### config.mk
export PLATFORM = sky130hd
export DESIGN_NAME = cnn_frame_sequencer_flat
export DESIGN_NICKNAME = d
export VERILOG_FILES = /design/src/rtl/cnn_seq_pkg.sv /design/src/rtl/cnn_frame_sequencer_if.sv /design/src/rtl/seq_watchdog.sv /design/src/rtl/cnn_frame_sequencer.sv /design/src/flat_wrapper.sv
export SDC_FILE = /design/constraint.sdc
export NUM_CORES = 1
export LEC_CHECK = 0
export CORE_UTILIZATION = 56
export DETAILED_ROUTE_END_ITERATION = 8
export GPL_ROUTABILITY_DRIVEN = 0
export PLACE_DENSITY = 0.87
export SYNTH_ARGS = -nofsm -noshare
export SYNTH_HDL_FRONTEND = slang
export SYNTH_HIERARCHICAL = 1
export SYNTH_SLANG_ARGS = --single-unit
### constraint.sdc
create_clock -name clk -period 7 [get_ports clk]
set_input_delay 0.7 -clock clk [delete_from_list [all_inputs] [get_ports clk]]
set_output_delay 0.7 -clock clk [all_outputs]
set_load 0.01 [all_outputs]
### src/rtl/cnn_seq_pkg.sv
// Shared types and constants for the CNN frame sequencer.
// Pure definitions: no logic, no latency, no flow control.
package cnn_seq_pkg;

    typedef enum logic [1:0] {
        IDLE        = 2'd0,
        STREAM      = 2'd1,
        WAIT_RESULT = 2'd2,
        DONE        = 2'd3
    } seq_state_t;

    // Digit reported when the CNN never answers for a frame.
    localparam logic [3:0] RESULT_TIMEOUT = 4'hF;

    function automatic int num_pixels(input int img_dim);
        return img_dim * img_dim;
    endfunction

endpackage

### src/rtl/cnn_frame_sequencer_if.sv
// Bundle of the sequencer's control, FIFO-read, CNN-pixel and CNN-result signals.
// slave = sequencer side, master = the environment (FIFO, CNN core, host control).
interface cnn_frame_sequencer_if #(
    parameter int GS_BITS  = 8,
    parameter int BCD_BITS = 4,
    parameter int D_WIDTH  = 16
);
    logic                start;
    logic                abort;
    logic [15:0]         num_frames;
    logic [D_WIDTH-1:0]  fifo_dout;
    logic                fifo_empty;
    logic                fifo_rd_en;
    logic [GS_BITS-1:0]  pixel_o;
    logic                pixel_o_valid;
    logic [BCD_BITS-1:0] digit_i;
    logic                digit_i_valid;
    logic [BCD_BITS-1:0] result_o;
    logic                result_valid;
    logic [15:0]         frame_idx_o;
    logic                busy;
    logic                done;
    logic                timeout_err;
    logic                spurious_err;

    modport slave (
        input  start, abort, num_frames,
        input  fifo_dout, fifo_empty,
        input  digit_i, digit_i_valid,
        output fifo_rd_en, pixel_o, pixel_o_valid,
        output result_o, result_valid, frame_idx_o,
        output busy, done, timeout_err, spurious_err
    );

    modport master (
        output start, abort, num_frames,
        output fifo_dout, fifo_empty,
        output digit_i, digit_i_valid,
        input  fifo_rd_en, pixel_o, pixel_o_valid,
        input  result_o, result_valid, frame_idx_o,
        input  busy, done, timeout_err, spurious_err
    );

endinterface

### src/rtl/seq_watchdog.sv
// Clearable cycle counter; o_expire is combinational, high in the enabled cycle where
// the count reaches TIMEOUT_CYCLES-1. No flow control: counts every enabled cycle.
module seq_watchdog #(
    parameter int TIMEOUT_CYCLES = 65535
) (
    input  logic clk,
    input  logic rst,
    input  logic i_clr,
    input  logic i_en,
    output logic o_expire
);

    localparam int               CNT_W    = $clog2(TIMEOUT_CYCLES + 1);
    localparam logic [CNT_W-1:0] LAST_CNT = CNT_W'(TIMEOUT_CYCLES - 1);

    logic [CNT_W-1:0] r_cnt;

    always_ff @(posedge clk) begin
        if (!rst || i_clr) begin
            r_cnt <= '0;
        end else if (i_en) begin
            r_cnt <= r_cnt + 1'b1;
        end
    end

    assign o_expire = i_en && (r_cnt == LAST_CNT);

endmodule

### src/rtl/cnn_frame_sequencer.sv
// Streams IMG_DIM*IMG_DIM pixels per frame from a FWFT FIFO to the CNN, then waits for its digit.
// Pixel path is combinational (pop = strobe, same cycle); result registered, 1 cycle after the digit.
module cnn_frame_sequencer
    import cnn_seq_pkg::*;
#(
    parameter int GS_BITS        = 8,
    parameter int BCD_BITS       = 4,
    parameter int D_WIDTH        = 16,
    parameter int IMG_DIM        = 30,
    parameter int TIMEOUT_CYCLES = 65535
) (
    input  logic                  clk,
    input  logic                  rst,
    cnn_frame_sequencer_if.slave  io_bus
);

    localparam int               NUM_PIXELS = num_pixels(IMG_DIM);
    localparam int               PIX_W      = $clog2(NUM_PIXELS);
    localparam logic [PIX_W-1:0] LAST_PIX   = PIX_W'(NUM_PIXELS - 1);

    seq_state_t          r_state;
    seq_state_t          w_next_state;
    logic [PIX_W-1:0]    r_pix_cnt;
    logic [15:0]         r_num_frames;
    logic [15:0]         r_frame_idx;
    logic [BCD_BITS-1:0] r_result;
    logic                r_result_valid;
    logic                r_timeout_err;
    logic                r_spurious_err;

    logic        w_abort;
    logic        w_start_ok;
    logic        w_rd_en;
    logic        w_busy;
    logic        w_done;
    logic        w_last_pop;
    logic        w_in_wait;
    logic        w_digit_acc;
    logic        w_expire;
    logic        w_timeout;
    logic        w_frame_end;
    logic [15:0] w_frame_idx_inc;
    logic        w_last_frame;
    logic        w_unused_dout;

    assign w_abort         = io_bus.abort && (r_state != IDLE);
    assign w_start_ok      = io_bus.start && ((r_state == IDLE) || (r_state == DONE));
    assign w_last_pop      = w_rd_en && (r_pix_cnt == LAST_PIX);
    assign w_in_wait       = (r_state == WAIT_RESULT);
    assign w_digit_acc     = w_in_wait && io_bus.digit_i_valid;
    // A digit arriving in the expiry cycle still counts as a real answer.
    assign w_timeout       = w_in_wait && !io_bus.digit_i_valid && w_expire;
    assign w_frame_end     = w_digit_acc || w_timeout;
    assign w_frame_idx_inc = r_frame_idx + 16'd1;
    assign w_last_frame    = (r_num_frames != 16'd0) && (w_frame_idx_inc == r_num_frames);

    seq_watchdog #(
        .TIMEOUT_CYCLES (TIMEOUT_CYCLES)
    ) u_watchdog (
        .clk      (clk),
        .rst      (rst),
        .i_clr    (!w_in_wait),
        .i_en     (w_in_wait),
        .o_expire (w_expire)
    );

    always_ff @(posedge clk) begin
        if (!rst) begin
            r_state <= IDLE;
        end else begin
            r_state <= w_next_state;
        end
    end

    always_comb begin
        w_next_state = r_state;
        if (w_abort) begin
            w_next_state = IDLE;
        end else begin
            case (r_state)
                IDLE, DONE: begin
                    if (io_bus.start) w_next_state = STREAM;
                end
                STREAM: begin
                    if (w_last_pop) w_next_state = WAIT_RESULT;
                end
                WAIT_RESULT: begin
                    if (w_frame_end) w_next_state = w_last_frame ? DONE : STREAM;
                end
                default: w_next_state = IDLE;
            endcase
        end
    end

    always_comb begin
        w_busy  = 1'b0;
        w_done  = 1'b0;
        w_rd_en = 1'b0;
        case (r_state)
            STREAM: begin
                w_busy  = 1'b1;
                w_rd_en = !io_bus.fifo_empty;
            end
            WAIT_RESULT: w_busy = 1'b1;
            DONE:        w_done = 1'b1;
            default: ;
        endcase
    end

    // Abort drops the frame in flight but leaves the sticky error flags for the host to read.
    always_ff @(posedge clk) begin
        if (!rst) begin
            r_pix_cnt      <= '0;
            r_num_frames   <= '0;
            r_frame_idx    <= '0;
            r_result       <= '0;
            r_result_valid <= 1'b0;
            r_timeout_err  <= 1'b0;
            r_spurious_err <= 1'b0;
        end else if (w_abort) begin
            r_pix_cnt      <= '0;
            r_frame_idx    <= '0;
            r_result_valid <= 1'b0;
        end else begin
            r_result_valid <= w_frame_end;
            if (w_start_ok) begin
                r_num_frames   <= io_bus.num_frames;
                r_frame_idx    <= '0;
                r_pix_cnt      <= '0;
                r_timeout_err  <= 1'b0;
                r_spurious_err <= 1'b0;
            end
            if (w_rd_en) begin
                r_pix_cnt <= w_last_pop ? '0 : r_pix_cnt + 1'b1;
            end
            if (w_frame_end) begin
                r_result    <= w_digit_acc ? io_bus.digit_i : BCD_BITS'(RESULT_TIMEOUT);
                r_frame_idx <= w_frame_idx_inc;
            end
            if (w_timeout) begin
                r_timeout_err <= 1'b1;
            end
            if (io_bus.digit_i_valid && !w_in_wait) begin
                r_spurious_err <= 1'b1;
            end
        end
    end

    assign w_unused_dout = &{1'b0, io_bus.fifo_dout[D_WIDTH-1:GS_BITS]};

    assign io_bus.fifo_rd_en    = w_rd_en;
    assign io_bus.pixel_o_valid = w_rd_en;
    assign io_bus.pixel_o       = io_bus.fifo_dout[GS_BITS-1:0];
    assign io_bus.result_o      = r_result;
    assign io_bus.result_valid  = r_result_valid;
    assign io_bus.frame_idx_o   = r_frame_idx;
    assign io_bus.busy          = w_busy;
    assign io_bus.done          = w_done;
    assign io_bus.timeout_err   = r_timeout_err;
    assign io_bus.spurious_err  = r_spurious_err;

endmodule

### src/flat_wrapper.sv
// flat-port wrapper written by rule: the top's interface ports become plain ports
module cnn_frame_sequencer_flat import cnn_seq_pkg::*;
#(
    parameter int GS_BITS        = 8,
    parameter int BCD_BITS       = 4,
    parameter int D_WIDTH        = 16,
    parameter int IMG_DIM        = 30,
    parameter int TIMEOUT_CYCLES = 65535
)
  (clk, rst, io_bus_start, io_bus_abort, io_bus_num_frames, io_bus_fifo_dout, io_bus_fifo_empty, io_bus_digit_i, io_bus_digit_i_valid, io_bus_fifo_rd_en, io_bus_pixel_o, io_bus_pixel_o_valid, io_bus_result_o, io_bus_result_valid, io_bus_frame_idx_o, io_bus_busy, io_bus_done, io_bus_timeout_err, io_bus_spurious_err);
  cnn_frame_sequencer_if #(.GS_BITS(GS_BITS), .BCD_BITS(BCD_BITS), .D_WIDTH(D_WIDTH)) io_bus_i ();
  input  logic clk;
  input  logic rst;
  input wire logic [$bits(io_bus_i.start)-1:0] io_bus_start;
  input wire logic [$bits(io_bus_i.abort)-1:0] io_bus_abort;
  input wire logic [$bits(io_bus_i.num_frames)-1:0] io_bus_num_frames;
  input wire logic [$bits(io_bus_i.fifo_dout)-1:0] io_bus_fifo_dout;
  input wire logic [$bits(io_bus_i.fifo_empty)-1:0] io_bus_fifo_empty;
  input wire logic [$bits(io_bus_i.digit_i)-1:0] io_bus_digit_i;
  input wire logic [$bits(io_bus_i.digit_i_valid)-1:0] io_bus_digit_i_valid;
  output wire logic [$bits(io_bus_i.fifo_rd_en)-1:0] io_bus_fifo_rd_en;
  output wire logic [$bits(io_bus_i.pixel_o)-1:0] io_bus_pixel_o;
  output wire logic [$bits(io_bus_i.pixel_o_valid)-1:0] io_bus_pixel_o_valid;
  output wire logic [$bits(io_bus_i.result_o)-1:0] io_bus_result_o;
  output wire logic [$bits(io_bus_i.result_valid)-1:0] io_bus_result_valid;
  output wire logic [$bits(io_bus_i.frame_idx_o)-1:0] io_bus_frame_idx_o;
  output wire logic [$bits(io_bus_i.busy)-1:0] io_bus_busy;
  output wire logic [$bits(io_bus_i.done)-1:0] io_bus_done;
  output wire logic [$bits(io_bus_i.timeout_err)-1:0] io_bus_timeout_err;
  output wire logic [$bits(io_bus_i.spurious_err)-1:0] io_bus_spurious_err;
  assign io_bus_i.start = io_bus_start;
  assign io_bus_i.abort = io_bus_abort;
  assign io_bus_i.num_frames = io_bus_num_frames;
  assign io_bus_i.fifo_dout = io_bus_fifo_dout;
  assign io_bus_i.fifo_empty = io_bus_fifo_empty;
  assign io_bus_i.digit_i = io_bus_digit_i;
  assign io_bus_i.digit_i_valid = io_bus_digit_i_valid;
  assign io_bus_fifo_rd_en = io_bus_i.fifo_rd_en;
  assign io_bus_pixel_o = io_bus_i.pixel_o;
  assign io_bus_pixel_o_valid = io_bus_i.pixel_o_valid;
  assign io_bus_result_o = io_bus_i.result_o;
  assign io_bus_result_valid = io_bus_i.result_valid;
  assign io_bus_frame_idx_o = io_bus_i.frame_idx_o;
  assign io_bus_busy = io_bus_i.busy;
  assign io_bus_done = io_bus_i.done;
  assign io_bus_timeout_err = io_bus_i.timeout_err;
  assign io_bus_spurious_err = io_bus_i.spurious_err;
  cnn_frame_sequencer #(.GS_BITS(GS_BITS), .BCD_BITS(BCD_BITS), .D_WIDTH(D_WIDTH), .IMG_DIM(IMG_DIM), .TIMEOUT_CYCLES(TIMEOUT_CYCLES)) u_core (.clk(clk), .rst(rst), .io_bus(io_bus_i));
endmodule
## Word level (Yosys, flattened, before mapping)

Index checks and enable logic that the tools add are counted.

| operators by class | value |
|---|---|
| $add $sub $neg | 3 |
| equal/unequal tests | 9 |
| multiplexer cells | 17 |
| bitwise logic cells | 2 |
| reduce and logical (&&, ||, !) cells | 31 |

Operators by type and width:

| operator | count |
|---|---|
| adder 16 x 1 -> 16 bit, second input constant | 2 |
| 2-to-1 mux 16 bit | 2 |
| 2-to-1 mux 10 bit | 3 |
| equality test 16 bit | 1 |
| equality test 16 bit, second input constant | 1 |
| nonzero test 16 bit | 1 |
| adder 10 x 1 -> 10 bit, second input constant | 1 |
| equality test 10 bit, second input constant | 1 |
| nonzero test 2 bit | 5 |
| logical AND 1 bit | 9 |
| 2-to-1 mux 2 bit | 4 |
| AND reduction 2 bit | 4 |
| 2-to-1 mux 1 bit | 6 |
| one-hot mux 2 bit (3 select lines) | 1 |
| OR reduction 2 bit | 3 |
| equality test 2 bit, second input constant | 2 |
| logical NOT 1 bit | 4 |
| 2-to-1 mux 4 bit | 1 |
| inequality test 2 x 1 -> 1 bit, second input constant | 2 |
| logical OR 1 bit | 3 |
| AND reduction 3 bit | 1 |
| equality test 2 x 1 -> 1 bit, second input constant | 1 |
| logical NOT 2 bit | 1 |
| inequality test 2 bit, second input constant | 1 |
| inverter 1 bit | 2 |

| word-level totals | value |
|---|---|
| register bits after elaboration | 67 |
| bits of input ports | 42 |
| output and inout port bits | 35 |
| logic and storage cells | 71 |

## Depth between registers and ports, before layout

Gate-level depths: netlist of run 1.

| logic depth | value |
|---|---|
| depth in word-level cells | 6 |
| mapped depth | 12 |
| mapped depth without buffers | 10 |

## By module

The synthesis of run 1 kept the hierarchy.

By module, submodules not included:

| module | instances | cells an instance | area each (µm²) | seq. area each (µm²) |
|---|---|---|---|---|
| cnn_frame_sequencer | 1 | 366 | 2929.1 | 1021.0 |
| seq_watchdog | 1 | 87 | 802.0 | 320.3 |

## Worst setup path after synthesis of run 1

OpenSTA, ideal clock, no wires.

| path | value |
|---|---|
| path kind | register to register |
| from | register u_core.r_state[0] |
| to | register u_core.r_frame_idx[14], in the netlist u_core/io_bus.frame_idx_o[14] |
| library setup time | 0.091 ns |
| data arrival time | 2.296 ns |
| required time | 6.909 ns |
| slack | 4.613 ns |
| stages on the path, launching flop included | 12 |
| buffers on the path | 3 |
| period minus slack after synthesis | 2.387 ns |
| path through | dfxtp_1 inv_1 ha_1 buf_2 nand4_4 buf_6 nor4_1 o21ai_1 clkbuf_1 nor3_1 nor2_1 a311oi_1 |

| on the way | value |
|---|---|
| word-level cells in the longest chain between the ends | 5 |
| elaborated cells between the ends (all ways) | 15 |
| classes of those cells | eq/ne (2); mux (1); reduce/logical (12) |

RTL lines:

| item | line | source |
|---|---|---|
| from (decl) | cnn_frame_sequencer.sv:21 | `seq_state_t r_state;` |
| from (signal assigned) | cnn_frame_sequencer.sv:71 | `r_state <= w_next_state;` |
| equality test 2 bit * | cnn_frame_sequencer.sv:49 | `assign w_in_wait = (r_state == WAIT_RESULT);` |
| net u_core.w_in_wait | cnn_frame_sequencer.sv:37 | `logic w_in_wait;` |
| logical AND 1 bit * | seq_watchdog.sv:26 | `assign o_expire = i_en && (r_cnt == LAST_CNT);` |
| net u_core.w_expire | cnn_frame_sequencer.sv:39 | `logic w_expire;` |
| logical AND 1 bit * | cnn_frame_sequencer.sv:52 | `assign w_timeout = w_in_wait && !io_bus.digit_i_valid && w_expire;` |
| logical OR 1 bit * | cnn_frame_sequencer.sv:53 | `assign w_frame_end = w_digit_acc \|\| w_timeout;` |
| 2-to-1 mux 16 bit or nonzero test 2 bit (tied branches) | - |  |
| to (signal assigned) | cnn_frame_sequencer.sv:138 | `r_frame_idx <= w_frame_idx_inc;` |
| to (decl) | cnn_frame_sequencer.sv:25 | `logic [15:0] r_frame_idx;` |

Mark *: on every way through the listed nets, which the timed path passes. The rest lies on a longest branch.
A chain may end at the register's enable or synchronous reset.

## Worst setup path in the final report of run 1

| path | value |
|---|---|
| from | register u_core.r_state[0] |
| to | register u_core.r_frame_idx[12], in the netlist u_core/io_bus.frame_idx_o[12] |

The elaborated chain is that of the path after synthesis.

==> results of run 1 <==
## Yosys cell counts, types with 4 or more instances
| library cell | n | area, sq um |
|---|---|---|
| dfxtp_1 | 67 | 1340 |
| nand2_1 | 59 | 221 |
| nor2_1 | 58 | 218 |
| xnor2_1 | 22 | 193 |
| a21oi_1 | 21 | 105 |
| o21ai_0 | 20 | 100 |
| a21boi_0 | 18 | 135 |
| nand3_1 | 12 | 60.1 |
| clkbuf_1 | 11 | 41.3 |
| nand4_1 | 11 | 68.8 |
| nor3_1 | 11 | 55.1 |
| buf_4 | 10 | 75.1 |
| inv_1 | 10 | 37.5 |
| xor2_1 | 10 | 87.6 |
| ha_1 | 9 | 113 |
| nor4_1 | 8 | 50.1 |
| nand2b_1 | 7 | 43.8 |
| nor2b_1 | 7 | 43.8 |
| a22oi_1 | 5 | 37.5 |
| and2_1 | 5 | 31.3 |
| and3_1 | 5 | 31.3 |
| nor4_2 | 5 | 62.6 |
| or3_1 | 5 | 31.3 |
| a211oi_1 | 4 | 30.0 |
| a311oi_1 | 4 | 35.0 |
| o221a_2 | 4 | 45.0 |
## stage by stage
step	total power [mW]	worst slack (ns)	utilization [%]
finish	0.952	3.84	69.8
global route	0.986	3.63	69.8
CTS	0.954	3.92	69.8
detailed placement	0.528	3.96	65.7
global placement	0.524	4.05	65.7
floorplan	0.490	4.61	-
## state kept, by name (all words and copies together), names as in the netlist
register                    count
u_core/r_state                  2
u_core/io_bus.spurious_err      1
u_core/io_bus.frame_idx_o      16
u_core/r_num_frames            16
u_core/u_watchdog/r_cnt        16
u_core/io_bus.result_o          4
u_core/io_bus.result_valid      1
u_core/r_pix_cnt               10
u_core/io_bus.timeout_err       1
## power groups by stage
| stage | clock (mW) | sequential [mW] | combinational, mW |
|---|---|---|---|
| after floorplan | 0 | 0.410 | 0.0807 |
| after global placement | 0 | 0.413 | 0.111 |
| after detailed placement | 0 | 0.414 | 0.114 |
| after CTS | 0.433 | 0.405 | 0.116 |
| after global routing | 0.451 | 0.407 | 0.128 |
| final | 0.429 | 0.406 | 0.117 |
## cell type report
class | count | area share, %
well taps | 77 | 2.16
clock buffers | 9 | 2.78
inverters | 10 | 0.842
flip-flops and latches | 67 | 30.1
repair buffers | 53 | 11.8
clock inverters | 7 | 3.14
multi-input cells | 349 | 49.2
## critical path: cells and delay by family (launching register included)
kind	cells	cell delay (ns)
fa+ha+maj	1	0.49
flops	1	0.35
simple gates	6	1.73
compound gates	2	0.34
buf+inv	1	0.09
## worst max-delay path by stage
| stage | end | slack, ns |
|---|---|---|
| after floorplan | u_core/io_bus.frame_idx_o[14] | 4.61 |
| after global placement | u_core/io_bus.frame_idx_o[14] | 4.05 |
| after detailed placement | u_core/io_bus.frame_idx_o[12] | 3.96 |
| after CTS | u_core/io_bus.frame_idx_o[12] | 3.92 |
| after global routing | u_core/io_bus.frame_idx_o[12] | 3.63 |
| final | u_core/io_bus.frame_idx_o[12] | 3.84 |
## layout by cell type (no fill, tap or decap), types with 11 or more instances in the layout
master and n:
nand2_1 59, nand3_1 12, a21boi_0 18, xnor2_1 22
a21oi_1 21, nor3_1 11, o21ai_0 20, nand4_1 11
nor2_1 58, dfxtp_1 67, clkdlybuf4s50_1 52
## routing by layer
metal,vias to the layer above,global-route usage [%]
met4,0,8.47
met5,-,0
met1,1657,33.6
met2,139,40.1
met3,16,6.53
li1,1675,-
## kinds of logic (layout without fill, tap and decap cells)
group	after synthesis	count (layout)
buffers and inverters	37	79
XOR/XNOR	32	32
AO/OA/AOI/OAI	96	96
multiplexers	1	1
adder cells (fa/ha/maj)	9	9
flip-flops	67	67
AND/OR/NAND/NOR	211	211
==> qor.csv, run 1 <==
metric,value,unit
ys_seq_area_share,35.9,%
cts_root_buf,clkbuf_8,
fin_tns_setup,0,ns
synth_top_family_by_area,simple AND/OR/NAND/NOR gates,
synth_cells,453,
fin_cells,572,
clockPowerShare,45.1,%
cts_resized,0,
dieHeight,83.6,um
synth_xor_area_share,7.51,%
avgRoutedWirePerCell,15.3,um
finalWirelength,8.77,mm
yosysUniqueCellTypes,56,
register_area,1340,sq um
synth_nets,504,
cap_viol_max_count,0,
hold_slack,0.483,ns
crit_fanout,14,
power.leakage,1.54,nW
cp-startpoint,u_core/r_state[0],
grt_max_degree,27,
rows,29,
sw_frac_of_total,24.9,%
grt_util_all_layers,25.3,%
antenna_found_initial,0,
p_int,715,uW
crit_arrival,3.35,ns
comb_power_share,12.3,%
synthAdderAreaFrac,3.02,%
dp_hpwl,6.13,mm
hold_end,u_core/io_bus.timeout_err,
fmax,317,MHz
synthArstFlopShare,0,%
slew_headroom,35.0,%
report.final.slew_viol_count,0,
synthMuxAreaShare,0.268,%
regToRegEndpoint,u_core/io_bus.frame_idx_o[12],
skew,0.00833,ns
synth_compound_area_share,17.8,%
drive_above_1_share,8.28,%
die_area,6990,sq um
synth.avg_cell_area,8.24,sq um
worst-endpoint-required,7.20,ns
drc,0,
yosys.area_share.simple,30.2,%
rsz0062_at_grt,no,
clk_pin_slew,0.08,ns
crit_chain,"inv_1, ha_1, nand4_4, nor4_1, nor2_1, nor2_1, nor2_1, a21o_1, a21oi_1, nor2_1",
worstMarginPinSlew,0.972,ns
initial_core_util,58.4,%
diodes,0,
r2r-start,u_core/r_state[0],
ir_drop,0.000124,V
design_area,4460,sq um
hold_path_depth,2,
synth-seq-cells,67,
hold_start,u_core/io_bus.timeout_err,
switchingPower,237,uW
dpl-instance-area,4200,sq um
grt_pass1_vias,3181,
cts_tree,built,
clock_path_buffers,2,
die_w,83.6,um
fillers,489,
synth_edf_count,0,
overflow,0,
worst_skew_pair.late_latency,0.35,ns
htreeDepth,3,
post-route-period-util,45.1,%
crit_path_top_delay_cell,nor4_1,
drt_iter0_drc,248,
pin_count,77,
dr.pass1.iters,4,
critical_path.max_stage_delay,0.58,ns
port_buffers,52,
core,6390,sq um
min_period,3.16,ns
synth_area,3730,sq um
crit_top_cell,nor2_1,
clkSinkCount,67,
grt_first_pass_wirelength,14.5,mm
drt.antenna.violating_nets,0,
area_growth,19.6,%
setup-violations-final,0,
ys_warn_count,6,
p_seq_share,42.6,%
r2r_slack,3.84,ns
synth-main-ff-cell,dfxtp_1,
ctsHoldBuffers,0,
wl_met3,580,um
worstSetupPathType,register to register,
wl_met1,3.98,mm
num_vias,3487,
cts_setup_buffers,0,
finalNetCount,541,
setup.worst_path.start_class,register,
hold_class,register to register,
status,"finished, final reports clean",
multi_input_area,2190,sq um
wl_met2,4.06,mm
numCtsBuffers,9,
highest_layer,met4,
power_density,213,nW/um^2
placed_cells,556,
finalHoldViolCount,0,
worstSetupEndpointType,register,
via_per_inst,6.10,
worstRegToRegCells,10,
Note: power is estimated with default switching activity, not from simulation.
==> run 2: changes to the inputs <==
--- a/config.mk
+++ b/config.mk
@@ -5,10 +5,10 @@
 export SDC_FILE = /design/constraint.sdc
 export NUM_CORES = 1
 export LEC_CHECK = 0
-export CORE_UTILIZATION = 56
+export CORE_UTILIZATION = 47
 export DETAILED_ROUTE_END_ITERATION = 8
 export GPL_ROUTABILITY_DRIVEN = 0
-export PLACE_DENSITY = 0.87
+export PLACE_DENSITY = 0.78
 export SYNTH_ARGS = -nofsm -noshare
 export SYNTH_HDL_FRONTEND = slang
 export SYNTH_HIERARCHICAL = 1
==> constraint.sdc (replaced) <==
create_clock -name clk -period 2.8 [get_ports clk]
set_input_delay 0.28 -clock clk [delete_from_list [all_inputs] [get_ports clk]]
set_output_delay 0.28 -clock clk [all_outputs]
set_load 0.01 [all_outputs]
==> run 2 against run 1 <==
Clock power rose by 68%; count of clock-buffer cells in the layout rose by 1; clock skew fell by 0.0031 ns; flip-flop and latch count did not move; largest power group is now sequential cells; hold slack got worse by 0.016 ns; total power rose by 110%; fmax rose by 26%; largest cell class unchanged; utilization fell by 12 points; routed wire length rose by 2.8%.
==> qor.csv, run 2 (synthesis gave the netlist of run 1 again) <==
metric,value,unit,change
status,"finished, final reports clean",,
dieHeight,91.1,um,+8.9%
clk_pin_slew,0.07,ns,about the same
skew,0.00524,ns,-0.00309 ns
worstSetupPathType,register to register,,
die_w,91.1,um,+8.9%
pre_cts_slack,0.212,ns,-3.75 ns
crit_top_cell,nor2_1,,
grt_pass1_vias,3354,,+5.4%
r2r-start,u_core/r_state[0],,
dr.pass1.iters,5,,+1
cts_root_buf,clkbuf_8,,
initial_core_util,48.5,%,-9.9 points
cp-startpoint,u_core/r_state[0],,
fillers,703,,+44%
critPathBufInv,1,,unchanged
drc,0,,unchanged
hold_class,register to register,,
ir_drop,0.000317,V,+160%
pin_count,77,,unchanged
grt_first_pass_wirelength,15.6,mm,+7.2%
mostFrequentLayoutCells,"dfxtp_1, nand2_1, nor2_1",,
hold_path_depth,2,,unchanged
cap_viol_max_count,0,,unchanged
area_growth,19.3,%,
fin_tns_setup,0,ns,unchanged
overflow,0,,unchanged
register_area,1340,sq um,unchanged
worstRegToRegCells,10,,unchanged
port_buffers,52,,unchanged
setup_slack,0.289,ns,-3.56 ns
total_power,2.04,mW,+110%
numCtsBuffers,9,,unchanged
slew_headroom,48.6,%,+14 points
post-route-period-util,89.7,%,+45 points
die_area,8300,sq um,+19%
core,7690,sq um,+20%
rows,32,,+10%
grt_util_all_layers,23.0,%,-2.3 points
antenna_found_initial,0,,unchanged
worstMarginPinSlew,0.770,ns,-0.202 ns
finalNetCount,546,,+0.92%
finalWirelength,9.01,mm,+2.8%
clkSinkCount,67,,unchanged
drive_above_1_share,9.40,%,+1.1 points
clock_path_buffers,2,,unchanged
dpl-instance-area,4270,sq um,+1.6%
num_vias,3469,,-0.52%
dp_hpwl,6.61,mm,+7.8%
crit_fanout,14,,unchanged
drt.antenna.violating_nets,0,,unchanged
cts_tree,built,,
crit_path_top_delay_cell,nor4_2,,
finalHoldViolCount,0,,unchanged
ctsHoldBuffers,0,,unchanged
setup-violations-final,0,,unchanged
final_common_cell,dfxtp_1,,
drt_iter0_drc,224,,-9.7%
crit_chain,"inv_1, ha_1, nand4_4, nor4_2, nor2_1, nor2_1, nor2_1, a21o_1, a21oi_1, nor2_1",,
crit_arrival,2.71,ns,-0.64 ns
r2r_slack,0.29,ns,-3.56 ns
rsz0062_at_grt,no,,
worst-endpoint-required,3.00,ns,-4.20 ns
hold_end,u_core/io_bus.timeout_err,,
worstSetupEndpointType,register,,
setup.worst_path.start_class,register,,
hold_start,u_core/io_bus.timeout_err,,
diodes,0,,unchanged
min_period,2.51,ns,-0.644 ns
power.leakage,1.52,nW,-1.1%
avgRoutedWirePerCell,15.0,um,-2.3%
via_per_inst,5.76,,-5.5%
cts_setup_buffers,0,,unchanged
regToRegEndpoint,u_core/io_bus.frame_idx_o[12],,
report.final.slew_viol_count,0,,unchanged
worst_skew_pair.late_latency,0.34,ns,about the same
design_area,4450,sq um,-0.22%
cp_top_family,simple AND/OR/NAND/NOR gates,,
grt_max_degree,23,,-15%
multi_input_area,2200,sq um,+0.29%
critical_path.max_stage_delay,0.42,ns,-0.16 ns
fmax,398,MHz,+26%
power_density,458,nW/um^2,+110%
htreeDepth,3,,unchanged
[run 2: cell types whose count changed in the layout (fill, tap and decap cells not counted)]
cell,delta
clkinvlp_4,+1
nor4_2,+1
buf_4,+5
nor4_1,-1
bufinv_16,-4
clkinv_2,+1
clkbuf_8,+1
clkinv_4,+1
[run 2: through the flow]
step | cells | hold slack [ns] | utilization [%]
6_report | 602 | 0.467 | 57.9
5_1_grt | 602 | 0.501 | 57.9
4_1_cts | 602 | 0.473 | 57.8
3_5_place_dp | 586 | 0.459 | 55.5
3_3_place_gp | 586 | 0.454 | 55.5
2_1_floorplan | 453 | 0.425 | -
[run 2: area by class of cell]
class | count | share of cell area [%]
Inverter | 10 | 0.843
Clock inverter | 6 | 0.928
Timing Repair Buffer | 58 | 12.7
Tap cell | 102 | 2.87
Multi-Input combinational cell | 349 | 49.4
Sequential cell | 67 | 30.1
Clock buffer | 10 | 3.09
[run 2: worst max path at each step]
stage	end	depth (start not counted)	slack [ns]
2_1_floorplan	u_core/io_bus.frame_idx_o[14]	11	0.41
3_5_place_dp	u_core/io_bus.frame_idx_o[12]	10	0.21
6_report	u_core/io_bus.frame_idx_o[12]	10	0.29
5_1_grt	u_core/r_state[1]	10	0.0004
3_3_place_gp	u_core/io_bus.frame_idx_o[12]	10	0.28
4_1_cts	u_core/io_bus.frame_idx_o[12]	10	0.19
[run 2: timing repair]
action                                 in CTS  in global routing
endpoints found under the hold margin       0                  0
gates resized for setup                     0                  1
setup endpoints to repair                   0                 12
[run 2: worst min-delay path, delay by kind of cell, from the launching register on]
family	cells	cell delay (ns)
AOI/OAI and AO/OA	1	0.06
DFF	1	0.32
and+or+nand+nor	1	0.05
[run 2: routing by layer]
metal,up-vias,track usage (%),part of all wire [%]
li1,1686,-,-
met1,1656,29.2,44
met2,108,37.3,48
met3,19,5.95,6.3
met4,0,9.13,1.8
met5,-,0,0
[run 2: where the power goes]
part	internal, mW	leakage [nW]	switching (mW)
clock network	0.343	0.0843	0.379
registers	0.980	0.543	0.0362
logic	0.135	0.898	0.165
total	1.46	1.52	0.580
==> run 3: changes to the inputs <==
--- a/config.mk
+++ b/config.mk
@@ -5,10 +5,10 @@
 export SDC_FILE = /design/constraint.sdc
 export NUM_CORES = 1
 export LEC_CHECK = 0
-export CORE_UTILIZATION = 47
+export CORE_UTILIZATION = 56
 export DETAILED_ROUTE_END_ITERATION = 8
 export GPL_ROUTABILITY_DRIVEN = 0
-export PLACE_DENSITY = 0.78
+export PLACE_DENSITY = 0.87
 export SYNTH_ARGS = -nofsm -noshare
 export SYNTH_HDL_FRONTEND = slang
 export SYNTH_HIERARCHICAL = 1
==> constraint.sdc (replaced) <==
create_clock -name clk -period 3.2 [get_ports clk]
set_input_delay 0.32 -clock clk [delete_from_list [all_inputs] [get_ports clk]]
set_output_delay 0.32 -clock clk [all_outputs]
set_load 0.01 [all_outputs]
==> run 3 against run 2 <==
Non-clock buffer count down 1; die area fell by 16%; sequential share of layout area grew 0.21 points; design area decreased by 0.70%; flip-flop and latch count did not move; first-iteration DRC count up 25%; cell count fell by 4.3%; count of clock-buffer cells in the layout shrank 1; highest routed layer unchanged; hold slack worse by 0.00054 ns; largest cell class unchanged; clock power fell by 3.0%; total power fell by 9.3%; sequential power decreased by 13%.
==> qor.csv, run 3 (synthesis gave the netlist of run 1 again) <==
metric,value,unit,change
status,"finished, final reports clean",,
worstRegToRegCells,8,,-2
critPathBufInv,0,,-1
critical_path.max_stage_delay,0.59,ns,+0.17 ns
rsz0062_at_grt,no,,
cp_top_family,simple AND/OR/NAND/NOR gates,,
crit_top_cell,nor2_1,,
mostFrequentLayoutCells,"dfxtp_1, nand2_1, nor2_1",,
area_growth,18.4,%,
drive_above_1_share,9.02,%,-0.38 points
setup_slack,0.698,ns,+0.410 ns
hold_end,u_core/io_bus.timeout_err,,
finalWirelength,8.97,mm,-0.47%
skew,0.00854,ns,+0.00330 ns
regToRegEndpoint,u_core/io_bus.frame_idx_o[12],,
design_area,4420,sq um,-0.70%
finalHoldViolCount,0,,unchanged
diodes,0,,unchanged
fillers,491,,-30%
fin_tns_setup,0,ns,unchanged
post-route-period-util,78.2,%,-12 points
placed_cells,560,,-4.4%
total_power,1.85,mW,-9.3%
power_density,418,nW/um^2,-8.7%
fmax,400,MHz,+0.38%
clkSinkCount,67,,unchanged
crit_arrival,2.70,ns,about the same
htreeDepth,3,,unchanged
min_period,2.50,ns,-0.00958 ns
cts_root_buf,clkbuf_8,,
grt_util_all_layers,25.6,%,+2.6 points
finalNetCount,545,,-0.18%
hold_path_depth,2,,unchanged
hold_class,register to register,,
pre_cts_slack,0.783,ns,+0.570 ns
hold_start,u_core/io_bus.timeout_err,,
final_common_cell,dfxtp_1,,
worstSetupEndpointType,register,,
drt.antenna.violating_nets,0,,unchanged
cap_viol_max_count,0,,unchanged
grt_pass1_vias,3120,,-7.0%
fin_cells,576,,-4.3%
clk_pin_slew,0.07,ns,about the same
clock_path_buffers,2,,unchanged
die_area,6990,sq um,-16%
r2r-start,u_core/u_watchdog/r_cnt[12],,
antenna_found_initial,0,,unchanged
slew_headroom,35.0,%,-14 points
die_w,83.6,um,-8.2%
avgRoutedWirePerCell,15.6,um,+4.0%
r2r_slack,0.70,ns,+0.41 ns
drt_iter0_drc,280,,+25%
initial_core_util,58.4,%,+9.9 points
ctsHoldBuffers,0,,unchanged
via_per_inst,6.10,,+5.9%
dieHeight,83.6,um,-8.2%
grt_max_degree,27,,+17%
setup.worst_path.start_class,register,,
dr.pass1.iters,5,,unchanged
dp_hpwl,6.28,mm,-4.9%
cp.depth,8,,-2
rows,29,,-9.4%
numCtsBuffers,9,,unchanged
ir_drop,0.000332,V,+4.8%
port_buffers,52,,unchanged
num_vias,3515,,+1.3%
crit_fanout,6,,-8
crit_path_top_delay_cell,nor4_1,,
grt_first_pass_wirelength,14.5,mm,-6.6%
cts_resized,0,,unchanged
cts_setup_buffers,0,,unchanged
setup-violations-final,0,,unchanged
drc,0,,unchanged
power.leakage,1.53,nW,+0.35%
worstMarginPinSlew,0.972,ns,+0.202 ns
worst-endpoint-required,3.40,ns,+0.40 ns
core,6390,sq um,-17%
crit_chain,"nand4_1, nor4_1, nor2_1, nor2_1, nor2_1, a21o_1, a21oi_1, nor2_1",,
report.final.slew_viol_count,0,,unchanged
worst_skew_pair.late_latency,0.34,ns,about the same
pin_count,77,,unchanged
overflow,0,,unchanged
worstSetupPathType,register to register,,
dpl-instance-area,4230,sq um,-0.91%
cts_tree,built,,
## run 3: cell types whose count changed in the layout (fill, tap and decap cells not counted), sizes merged
cell and delta:
buf -1, bufinv +1, clkbuf -1, clkinv +1, clkinvlp -1
## run 3: cell type report
class	count	area [sq um]	share of cell area, %
Sequential cell	67	1340	30.4
Clock buffer	9	124	2.80
Tap cell	77	96.3	2.18
Timing Repair Buffer	57	558	12.6
Clock inverter	7	68.8	1.56
Inverter	10	37.5	0.849
Multi-Input combinational cell	349	2190	49.6
## run 3: power by group
part           leakage, nW  internal (mW)  switching (mW)
Combinational        0.892          0.115           0.145
Clock               0.0950          0.357           0.343
Sequential           0.543          0.857          0.0312
Total                 1.53           1.33           0.520
## run 3: tightest hold or removal path: stages (launching register included)
cell,delay [ns]
dfxtp_1,0.31
nand2_1,0.05
a21boi_0,0.06
## run 3: how the worst max path moves through the flow
stage          slack, ns                        start                       endpoint
4_1_cts             0.78  u_core/u_watchdog/r_cnt[12]  u_core/io_bus.frame_idx_o[12]
5_1_grt             0.51            u_core/r_state[0]  u_core/io_bus.frame_idx_o[12]
2_1_floorplan       0.81            u_core/r_state[0]  u_core/io_bus.frame_idx_o[14]
3_3_place_gp        0.86            u_core/r_state[0]  u_core/io_bus.frame_idx_o[12]
3_5_place_dp        0.78  u_core/u_watchdog/r_cnt[12]  u_core/io_bus.frame_idx_o[12]
6_report            0.70  u_core/u_watchdog/r_cnt[12]  u_core/io_bus.frame_idx_o[12]
## run 3: metal layers
| layer | share of wire (%) | global-route usage (%) |
|---|---|---|
| met5 | 0 | 0 |
| met4 | 2.4 | 11.4 |
| met3 | 7.0 | 5.64 |
| met2 | 47 | 40.4 |
| met1 | 44 | 33.6 |
## run 3: through the flow
stage	util (%)	hold slack, ns
after floorplan	-	0.454
after global placement	66.2	0.455
after detailed placement	66.2	0.460
after CTS	69.2	0.474
after global routing	69.2	0.492
final	69.2	0.467
